## config.mk

```make
export PLATFORM = sky130hd
export DESIGN_NAME = jtdsp16_cache
export DESIGN_NICKNAME = d
export VERILOG_FILES = /design/src/rtl/jtdsp16_cache.sv
export SDC_FILE = /design/constraint.sdc
export NUM_CORES = 1
export LEC_CHECK = 0
export ABC_AREA = 1
export BUFFER_PORTS_ARGS = -buffer_cell sky130_fd_sc_hd__clkbuf_2
export CAP_MARGIN = 5
export CORE_ASPECT_RATIO = 2
export CORE_MARGIN = 2
export CORE_UTILIZATION = 35
export DETAILED_ROUTE_END_ITERATION = 7
export PLACE_DENSITY = 0.51
export SLEW_MARGIN = 20
export SYNTH_ARGS = -nofsm -noshare
export SYNTH_HDL_FRONTEND = slang
export SYNTH_SLANG_ARGS = --single-unit
```

## constraint.sdc

```tcl
create_clock -name clk -period 3.09 [get_ports clk]
set_input_delay 0.1545 -clock clk [delete_from_list [all_inputs] [get_ports clk]]
set_output_delay 0.1545 -clock clk [all_outputs]
set_load 0.01 [all_outputs]
```

## src/rtl/jtdsp16_cache.sv

```systemverilog
// jtdsp16_cache: do-loop instruction cache for the DSP16 core.
//
// A "do K {NI}" captures the next NI instruction words as they are fetched
// from ROM. The cache then replays them K-1 more times while the XAAU holds
// the PC. A "redo K" (NI=0) replays the last captured body K times.
//
// Ports:
//   clk        system clock
//   rst        synchronous active-high reset
//   cen        clock enable; all state advances only when high
//   do_start   one-cen pulse: do/redo decoded
//   do_data    [10:7]=NI (0 means redo), [6:0]=K iteration count
//   pc_adv     current rom_dout word consumed by the decoder this cycle
//   stall      decoder holding the current instruction; freezes replay
//   rom_dout   word from program ROM
//   inst_dout  word to the decoder (cache word while replaying)
//   cache_rd   replay active; XAAU must hold the PC
//   busy       load or replay active
//   no_int     interrupts blocked (same as busy)
//   done       one-cen pulse when a loop completes
//   iter_left  remaining iterations including the current one; 0 when idle

module jtdsp16_cache #(
  parameter int unsigned DEPTH = 15,
  parameter int unsigned AW    = 4
) (
  input  logic        clk,
  input  logic        rst,
  input  logic        cen,
  input  logic        do_start,
  input  logic [10:0] do_data,
  input  logic        pc_adv,
  input  logic        stall,
  input  logic [15:0] rom_dout,
  output logic [15:0] inst_dout,
  output logic        cache_rd,
  output logic        busy,
  output logic        no_int,
  output logic        done,
  output logic [6:0]  iter_left
);

  typedef enum logic [1:0] {StIdle, StLoad, StReplay} state_e;

  state_e          r_state, w_state_d;
  logic [AW-1:0]   r_widx, w_widx_d;
  logic [AW-1:0]   r_ridx, w_ridx_d;
  logic [6:0]      r_iter, w_iter_d;
  logic [3:0]      r_last_ni, w_last_ni_d;
  logic            r_done, w_done_d;
  logic            w_mem_we;
  logic [15:0]     r_mem [DEPTH];

  logic [3:0]      w_ni;
  logic [6:0]      w_k;
  logic [AW-1:0]   w_last_idx;
  logic            w_last_iter;

  assign w_ni        = do_data[10:7];
  // K=0 behaves as a single pass
  assign w_k         = (do_data[6:0] == 7'd0) ? 7'd1 : do_data[6:0];
  assign w_last_idx  = AW'(r_last_ni) - AW'(1);
  assign w_last_iter = (r_iter == 7'd1);

  always_comb begin
    w_state_d   = r_state;
    w_widx_d    = r_widx;
    w_ridx_d    = r_ridx;
    w_iter_d    = r_iter;
    w_last_ni_d = r_last_ni;
    w_done_d    = 1'b0;
    w_mem_we    = 1'b0;
    case (r_state)
      StIdle: begin
        if (do_start) begin
          if (w_ni != 4'd0) begin
            w_state_d   = StLoad;
            w_widx_d    = '0;
            w_iter_d    = w_k;
            w_last_ni_d = w_ni;
          end else if (r_last_ni == 4'd0) begin
            // redo with nothing captured: complete immediately
            w_done_d = 1'b1;
          end else begin
            w_state_d = StReplay;
            w_ridx_d  = '0;
            w_iter_d  = w_k;
          end
        end
      end
      StLoad: begin
        if (pc_adv) begin
          w_mem_we = 1'b1;
          w_widx_d = r_widx + AW'(1);
          if (r_widx == w_last_idx) begin
            if (w_last_iter) begin
              w_state_d = StIdle;
              w_done_d  = 1'b1;
              w_iter_d  = 7'd0;
            end else begin
              w_state_d = StReplay;
              w_ridx_d  = '0;
              w_iter_d  = r_iter - 7'd1;
            end
          end
        end
      end
      StReplay: begin
        if (!stall) begin
          if (r_ridx == w_last_idx) begin
            w_ridx_d = '0;
            if (w_last_iter) begin
              w_state_d = StIdle;
              w_done_d  = 1'b1;
              w_iter_d  = 7'd0;
            end else begin
              w_iter_d = r_iter - 7'd1;
            end
          end else begin
            w_ridx_d = r_ridx + AW'(1);
          end
        end
      end
      default: w_state_d = StIdle;
    endcase
  end

  always_ff @(posedge clk) begin
    if (rst) begin
      r_state   <= StIdle;
      r_widx    <= '0;
      r_ridx    <= '0;
      r_iter    <= 7'd0;
      r_last_ni <= 4'd0;
      r_done    <= 1'b0;
    end else if (cen) begin
      r_state   <= w_state_d;
      r_widx    <= w_widx_d;
      r_ridx    <= w_ridx_d;
      r_iter    <= w_iter_d;
      r_last_ni <= w_last_ni_d;
      r_done    <= w_done_d;
    end
  end

  // Storage is not reset; a cleared last_ni makes stale contents unreachable
  always_ff @(posedge clk) begin
    if (!rst && cen && w_mem_we) begin
      r_mem[r_widx] <= rom_dout;
    end
  end

  assign cache_rd  = (r_state == StReplay);
  assign busy      = (r_state != StIdle);
  assign no_int    = busy;
  assign done      = r_done;
  assign iter_left = r_iter;
  assign inst_dout = cache_rd ? r_mem[r_ridx] : rom_dout;

endmodule

```

==> run_results.csv, run 1 <==
group,metric,value,unit
sta,fmax,357,MHz
clock_tree,cts.sinks,266,
global_route,grt_pass1_wl,45500,um
worst_setup_path,critPathArrivalTime,2.65,ns
floorplan,std_cell_rows,92,
clock_tree,cts_resized,0,
synth,synth_top_area_frac,0.640,
power,p_total,8460,uW
synth,yosys_warnings,0,
clock_tree,clockBufferDepth,3,
worst_setup_path,critPathMaxFanout,67,
synth,yosys.area.top_type,"edfxtp_1",
worst_setup_path,worstPathRequired,2.94,ns
outcome,status,"finished, final reports clean",
sta,clock_skew,0.00990,ns
place,place_congestion,0.828,
power,power_density,648,nW/um2
synth,avgSynthCellArea,11.3,um2
final_layout,drive_above_1_share,0.147,
floorplan,die_x,131,um
worst_setup_path,startpoint_type,"register",
sta,setup_viol,0,
sta,fin_tns_setup,0,ns
floorplan,ios,60,
floorplan,core_area,31700,um2
clock_tree,clockRootBuffer,"clkbuf_16",
worst_setup_path,end_kind,"output pin",
global_route,grt_usage,0.179,
power,p_leak,0.00464,uW
global_route,grt_pass1_vias,7710,
final_layout,nNetsFinal,1115,
routing,detail-route-antenna-nets,0,
floorplan,die_h,258,um
routing,avgRoutedWirePerCell,19.8,um
synth,yosysMostFrequentCell,"edfxtp_1",
clock_tree,htreeDepth,1,
routing,drt_pass1_iterations,5,
clock_tree,clk_latency,0.52,ns
final_layout,final-seq-area,7730,um2
synth,yosysUniqueCellTypes,34,
clock_tree,cts_tree,"done",
place,dp_hpwl,18200,um
synth,ys_seq_elements,266,
sta,relSlewSlack,0.450,
synth,seq_area_frac_synth,0.686,
sta,slew_violations,0,
synth,synthFlopType,"edfxtp_1",
global_route,grt_start_max_net_pins,113,
clock_tree,clk_pin_slew,0.07,ns
synth,synthTopCellsByArea,"edfxtp_1 64%, o21ai_0 5.6%, nor2_1 5.2%, nand2_1 4.9%, dfxtp_1 4.6%",
synth,syn_inst,999,
synth,synth-edff-count,240,
routing,drt-total-wl,30000,um
synth,netlist_top_cells_count,"240 x edfxtp_1, 157 x nor2_1, 146 x nand2_1",
sta,worstMarginPinSlew,0.825,ns
synth,syn_nets,1044,
power,peakVddDrop,0.000494,V
routing,drcViolationCount,0,
routing,vias,7752,
worst_setup_path,crit_type,"register to output pin",
routing,drt_iter0_markers,585,
final_layout,fillCellCount,2989,
clock_tree,numCtsBuffers,24,
global_route,antenna_found_initial,0,
sta,timing.final.hold_violations,0,
final_layout,multiInputGateArea,3180,um2
place,portBuffers,59,
sta,fin_crit_sh,0.906,
run,maxCapViolCount,0,
final_layout,antenna_cells,0,
synth,syn_area,11300,um2
sta,fin_crit,2.80,ns
sta,grt_setup_unrepaired,"no",
floorplan,start_util,0.356,
routing,via_per_inst,5.13,
min_path,hold_path.class,"input pin to register",
final_layout,syn2layout_area_growth,16.0,%
final_layout,instances_no_fill,1511,
global_route,overflow,0,
place,placed_cells,1458,
synth,synthArstFlopShare,0,
floorplan,dieArea,33700,um2
==> state kept, by name, summed over array words and instances (netlist names), named ones only <==
signal     flops
r_last_ni      4
r_mem        240
iter_left      7
r_state        2
done           1
r_widx         4
r_ridx         4
==> final cells by class <==
type	instances	share of cell area
Sequential cell	266	0.592
Multi-Input combinational cell	642	0.244
Timing Repair Buffer	99	0.0521
Clock buffer	26	0.0482
Tap cell	423	0.0405
Clock inverter	18	0.0126
Inverter	37	0.0107
==> logic make-up after synthesis <==
kind of cell             synth area share
AO/OA/AOI/OAI                       0.117
buffers and inverters              0.0351
flip-flops                          0.686
adder cells (fa/ha/maj)            0.0133
AND/OR/NAND/NOR                     0.138
XOR/XNOR                           0.0101
==> report_power, final <==
group / switching, uW / internal (uW) / leakage (uW) / total, uW
Combinational: 894 / 466 / 0.00189 / 1360
Clock: 1290 / 1730 / 0.000387 / 3020
Sequential: 93.7 / 3990 / 0.00237 / 4090
==> cell usage in the layout, fill, tap and decap left out, types with 6 or more instances in the layout <==
cell,synthesis,final
nand3_1,48,48
dfxtp_1,26,24
o21ai_0,125,125
buf_4,3,26
nor2_2,2,14
clkinv_2,0,6
clkbuf_16,0,25
a21oi_1,47,47
nand4_1,6,6
nor2_1,157,145
clkinv_1,0,7
o22ai_1,35,35
xor2_1,11,11
edfxtp_1,240,240
o221ai_1,6,6
clkbuf_2,0,59
dlygate4sd3_1,0,9
ha_1,12,12
nand2_1,146,146
inv_1,34,33
o211ai_1,10,10
o21ai_1,6,6
==> metrics by stage <==
stage | hold slack [ns] | worst slack, ns | instance area, um2 | util
after global routing | 0.0293 | 0.0678 | 13100 | 0.413
after global placement | 0.456 | 0.813 | 12200 | 0.385
after detailed placement | 0.463 | 0.770 | 12200 | 0.385
after floorplan | 0.253 | 0.402 | 11300 | -
final | 0.0219 | 0.289 | 13100 | 0.413
after CTS | 0.00310 | 0.253 | 13100 | 0.413
==> path summary, 6_finish.rpt <==
path	startpoint	end	slack [ns]	cells after the start
max	register	inst_dout[8]	0.29	8
min	do_data[2]	iter_left[2]	0.02	5
max reg2reg	r_state[1]	r_mem[12][15]	0.78	7
min reg2reg	r_last_ni[1]	r_last_ni[1]	0.50	2
==> layer usage <==
| metal | track usage | wire [um] | vias up | share of wire |
|---|---|---|---|---|
| met1 | 0.203 | 11200 | 3772 | 0.37 |
| li1 | - | - | 3714 | - |
| met5 | 0 | 0 | - | 0 |
| met3 | 0.0220 | 1210 | 62 | 0.040 |
| met2 | 0.335 | 16500 | 204 | 0.55 |
| met4 | 0.0694 | 1050 | 0 | 0.035 |
==> critical path: stages (launching register included) <==
cell	delay (ns)
dfxtp_2	0.33
buf_4	0.64
o21ai_0	0.19
nor2_1	0.12
o21ai_0	0.12
o21ai_0	0.16
a21oi_1	0.10
a21oi_1	0.26
clkbuf_2	0.18
==> timing repair <==
action                    in CTS  in global routing
hold buffers                   9                  0
setup buffers                  0                  0
hold endpoints to repair      16                  0
(Power assumes the default switching activity.)
==> run 2: changes to the inputs <==
--- a/config.mk
+++ b/config.mk
@@ -5,7 +5,6 @@
 export SDC_FILE = /design/constraint.sdc
 export NUM_CORES = 1
 export LEC_CHECK = 0
-export ABC_AREA = 1
 export BUFFER_PORTS_ARGS = -buffer_cell sky130_fd_sc_hd__clkbuf_2
 export CAP_MARGIN = 5
 export CORE_ASPECT_RATIO = 2
==> constraint.sdc (replaced) <==
create_clock -name clk -period 3.62 [get_ports clk]
set_input_delay 0.181 -clock clk [delete_from_list [all_inputs] [get_ports clk]]
set_output_delay 0.181 -clock clk [all_outputs]
set_load 0.01 [all_outputs]
==> run 2 against run 1 <==
Net effect: sequential share of layout area up 1.2 points; sequential power fell by 17%; synthesized cell count is 39% lower; combinational power down 57%; global-route usage down 2.1 points; clock power down 16%; non-clock buffer count is 7 lower; critical path type unchanged; largest cell class unchanged; cell area fell by 2.0%; utilization rose by 0.23 points; via count is 25% lower; cell count down 25%; routed wire length is 15% lower.
==> run_results.csv, run 2 <==
group,metric,value,unit
routing,drt_iter0_markers,447,
final_layout,drive_above_1_share,0.314,
routing,avgRoutedWirePerCell,22.3,um
floorplan,die_h,255,um
synth,netlist_top_cells_count,"240 x edfxtp_1, 64 x mux4_2, 39 x nor2_1",
synth,synthArstFlopShare,0,
synth,ys_seq_elements,266,
synth,yosys.area.top_type,"edfxtp_1",
clock_tree,htreeDepth,1,
final_layout,multiInputGateArea,3110,um2
global_route,grt_pass1_wl,38100,um
routing,vias,5805,
routing,drt_pass1_iterations,4,
power,power_density,511,nW/um2
synth,seq_area_frac_synth,0.703,
sta,fmax,319,MHz
sta,setup_slack,0.481,ns
clock_tree,cts_resized,0,
sta,fin_crit,3.14,ns
synth,syn_area,11000,um2
worst_setup_path,end_kind,"output pin",
final_layout,regMostFlops,"r_mem",
final_layout,largest_reg_flops,240,
worst_setup_path,path_cells,"buf_12 -> mux4_2 -> mux4_2 -> mux2_2 -> clkbuf_2",
floorplan,die_x,129,um
synth,yosys_warnings,0,
global_route,grt_start_max_net_pins,53,
floorplan,ios,60,
sta,fin_tns_setup,0,ns
clock_tree,post_cts_buffers,0,
floorplan,dieArea,32900,um2
final_layout,antenna_cells,0,
clock_tree,ctsHoldBuffers,7,
final_layout,finalInstanceArea,12800,um2
synth,avgSynthCellArea,17.9,um2
synth,synthTopCellsByArea,"edfxtp_1 66%, mux4_2 13%, dfxtp_1 4.7%, mux2i_1 2.3%, mux2_2 1.6%",
final_layout,syn2layout_area_growth,16.5,%
worst_setup_path,critPathMaxFanout,29,
clock_tree,cts.sinks,266,
clock_tree,clockRootBuffer,"clkbuf_16",
floorplan,core_area,30900,um2
routing,via_per_inst,5.11,
worst_setup_path,worstPathRequired,3.44,ns
final_layout,final-seq-area,7730,um2
synth,syn_nets,658,
floorplan,std_cell_rows,91,
clock_tree,numCtsBuffers,24,
synth,yosysUniqueCellTypes,49,
final_layout,layout_common_cells,"240 x edfxtp_1, 64 x mux4_2, 59 x clkbuf_2",
synth,synthFlopType,"edfxtp_1",
run,maxCapViolCount,0,
clock_tree,clk_latency,0.53,ns
place,place_ws,0.966,ns
global_route,antenna_found_initial,0,
synth,syn_inst,613,
final_layout,fillCellCount,2765,
worst_setup_path,startpoint_type,"register",
place,place_congestion,0.785,
sta,clock_skew,0.0257,ns
global_route,grt_pass1_vias,6224,
sta,worstMarginPinSlew,0.684,ns
clock_tree,clk_pin_slew,0.07,ns
synth,synth-edff-count,240,
routing,drt-total-wl,25300,um
power,peakVddDrop,0.000323,V
sta,grt_setup_unrepaired,"no",
worst_setup_path,critPathArrivalTime,2.96,ns
sta,fin_crit_sh,0.867,
sta,setup_viol,0,
global_route,overflow,0,
power,p_leak,0.00407,uW
place,placed_cell_area,12000,um2
sta,timing.final.hold_violations,0,
sta,relSlewSlack,0.539,
routing,detail-route-antenna-nets,0,
final_layout,final_common_cell,"edfxtp_1",
worst_setup_path,timing.critical_path.slowest_stage_cell,"dfxtp_4",
synth,yosysMostFrequentCell,"edfxtp_1",
min_path,hold_path.class,"input pin to register",
final_layout,nNetsFinal,744,
global_route,grt_usage,0.158,
worst_setup_path,crit_type,"register to output pin",
routing,drcViolationCount,0,
sta,slew_violations,0,
clock_tree,clockBufferDepth,3,
clock_tree,cts_tree,"done",
place,dp_hpwl,15900,um
synth,synth_top_area_frac,0.656,
floorplan,start_util,0.356,
place,portBuffers,59,
worst_setup_path,critPathMaxStageDelay,0.64,ns
worst_setup_path,critPathMostFrequentCell,"mux4_2",
outcome,status,"finished, final reports clean",
==> run 2: cell count changes after synthesis, moves of 41 or more <==
cell,previous run,this run
mux4_2,0,64
nand2_1,146,29
nand3_1,48,7
nor2_1,157,39
o21ai_0,125,25
==> run 2: power breakdown <==
group	switching [uW]	internal, uW	total, uW	leakage (uW)
registers	42.1	3370	3410	0.00237
logic	344	246	590	0.00132
clock network	1100	1440	2540	0.000381
total	1490	5050	6540	0.00407
==> run 2: critical path, delay by kind of cell (launching register included) <==
kind / cells / cell delay [ns]
muxes: 3 / 1.32
buffers and inverters: 2 / 0.43
DFF: 1 / 0.64
==> run 2: logic make-up after synthesis <==
logic type	synth area share
buf+inv	0.0182
fa+ha+maj	0.0137
xor+xnor	0.0108
compound gates	0.0351
simple gates	0.0488
mux	0.170
flops	0.703
==> run 2: final cells by class <==
| cell class | count | share of cell area |
|---|---|---|
| tap | 418 | 0.0409 |
| clock inverter | 11 | 0.00850 |
| inverter | 16 | 0.00469 |
| sequential | 266 | 0.604 |
| clock buffer | 33 | 0.0520 |
| timing repair buffer | 92 | 0.0467 |
| multi-input combinational | 299 | 0.243 |
==> run 2: metal layers <==
metal / GRT usage / wire length, um
met3: 0.0176 / 969
met4: 0.0444 / 489
met2: 0.308 / 14600
met5: 0 / 0
met1: 0.178 / 9270
==> run 2: stage by stage <==
step	hold WS, ns	cells	power (uW)	util
final	0.0324	1135	6540	0.415
after global routing	0.0526	1135	6780	0.415
after CTS	0.0209	1135	6610	0.415
after detailed placement	0.445	1084	4070	0.387
after global placement	0.445	1084	4060	0.387
after floorplan	0.280	613	3860	-
==> run 2: path summary, 6_finish.rpt <==
check	start	to	slack, ns	depth (start not counted)
hold reg to reg	iter_left[4]	iter_left[4]	0.52	2
setup / recovery	register	inst_dout[3]	0.48	5
hold / removal	do_data[5]	iter_left[5]	0.03	4
setup reg to reg	r_last_ni[0]	iter_left[1]	1.04	8
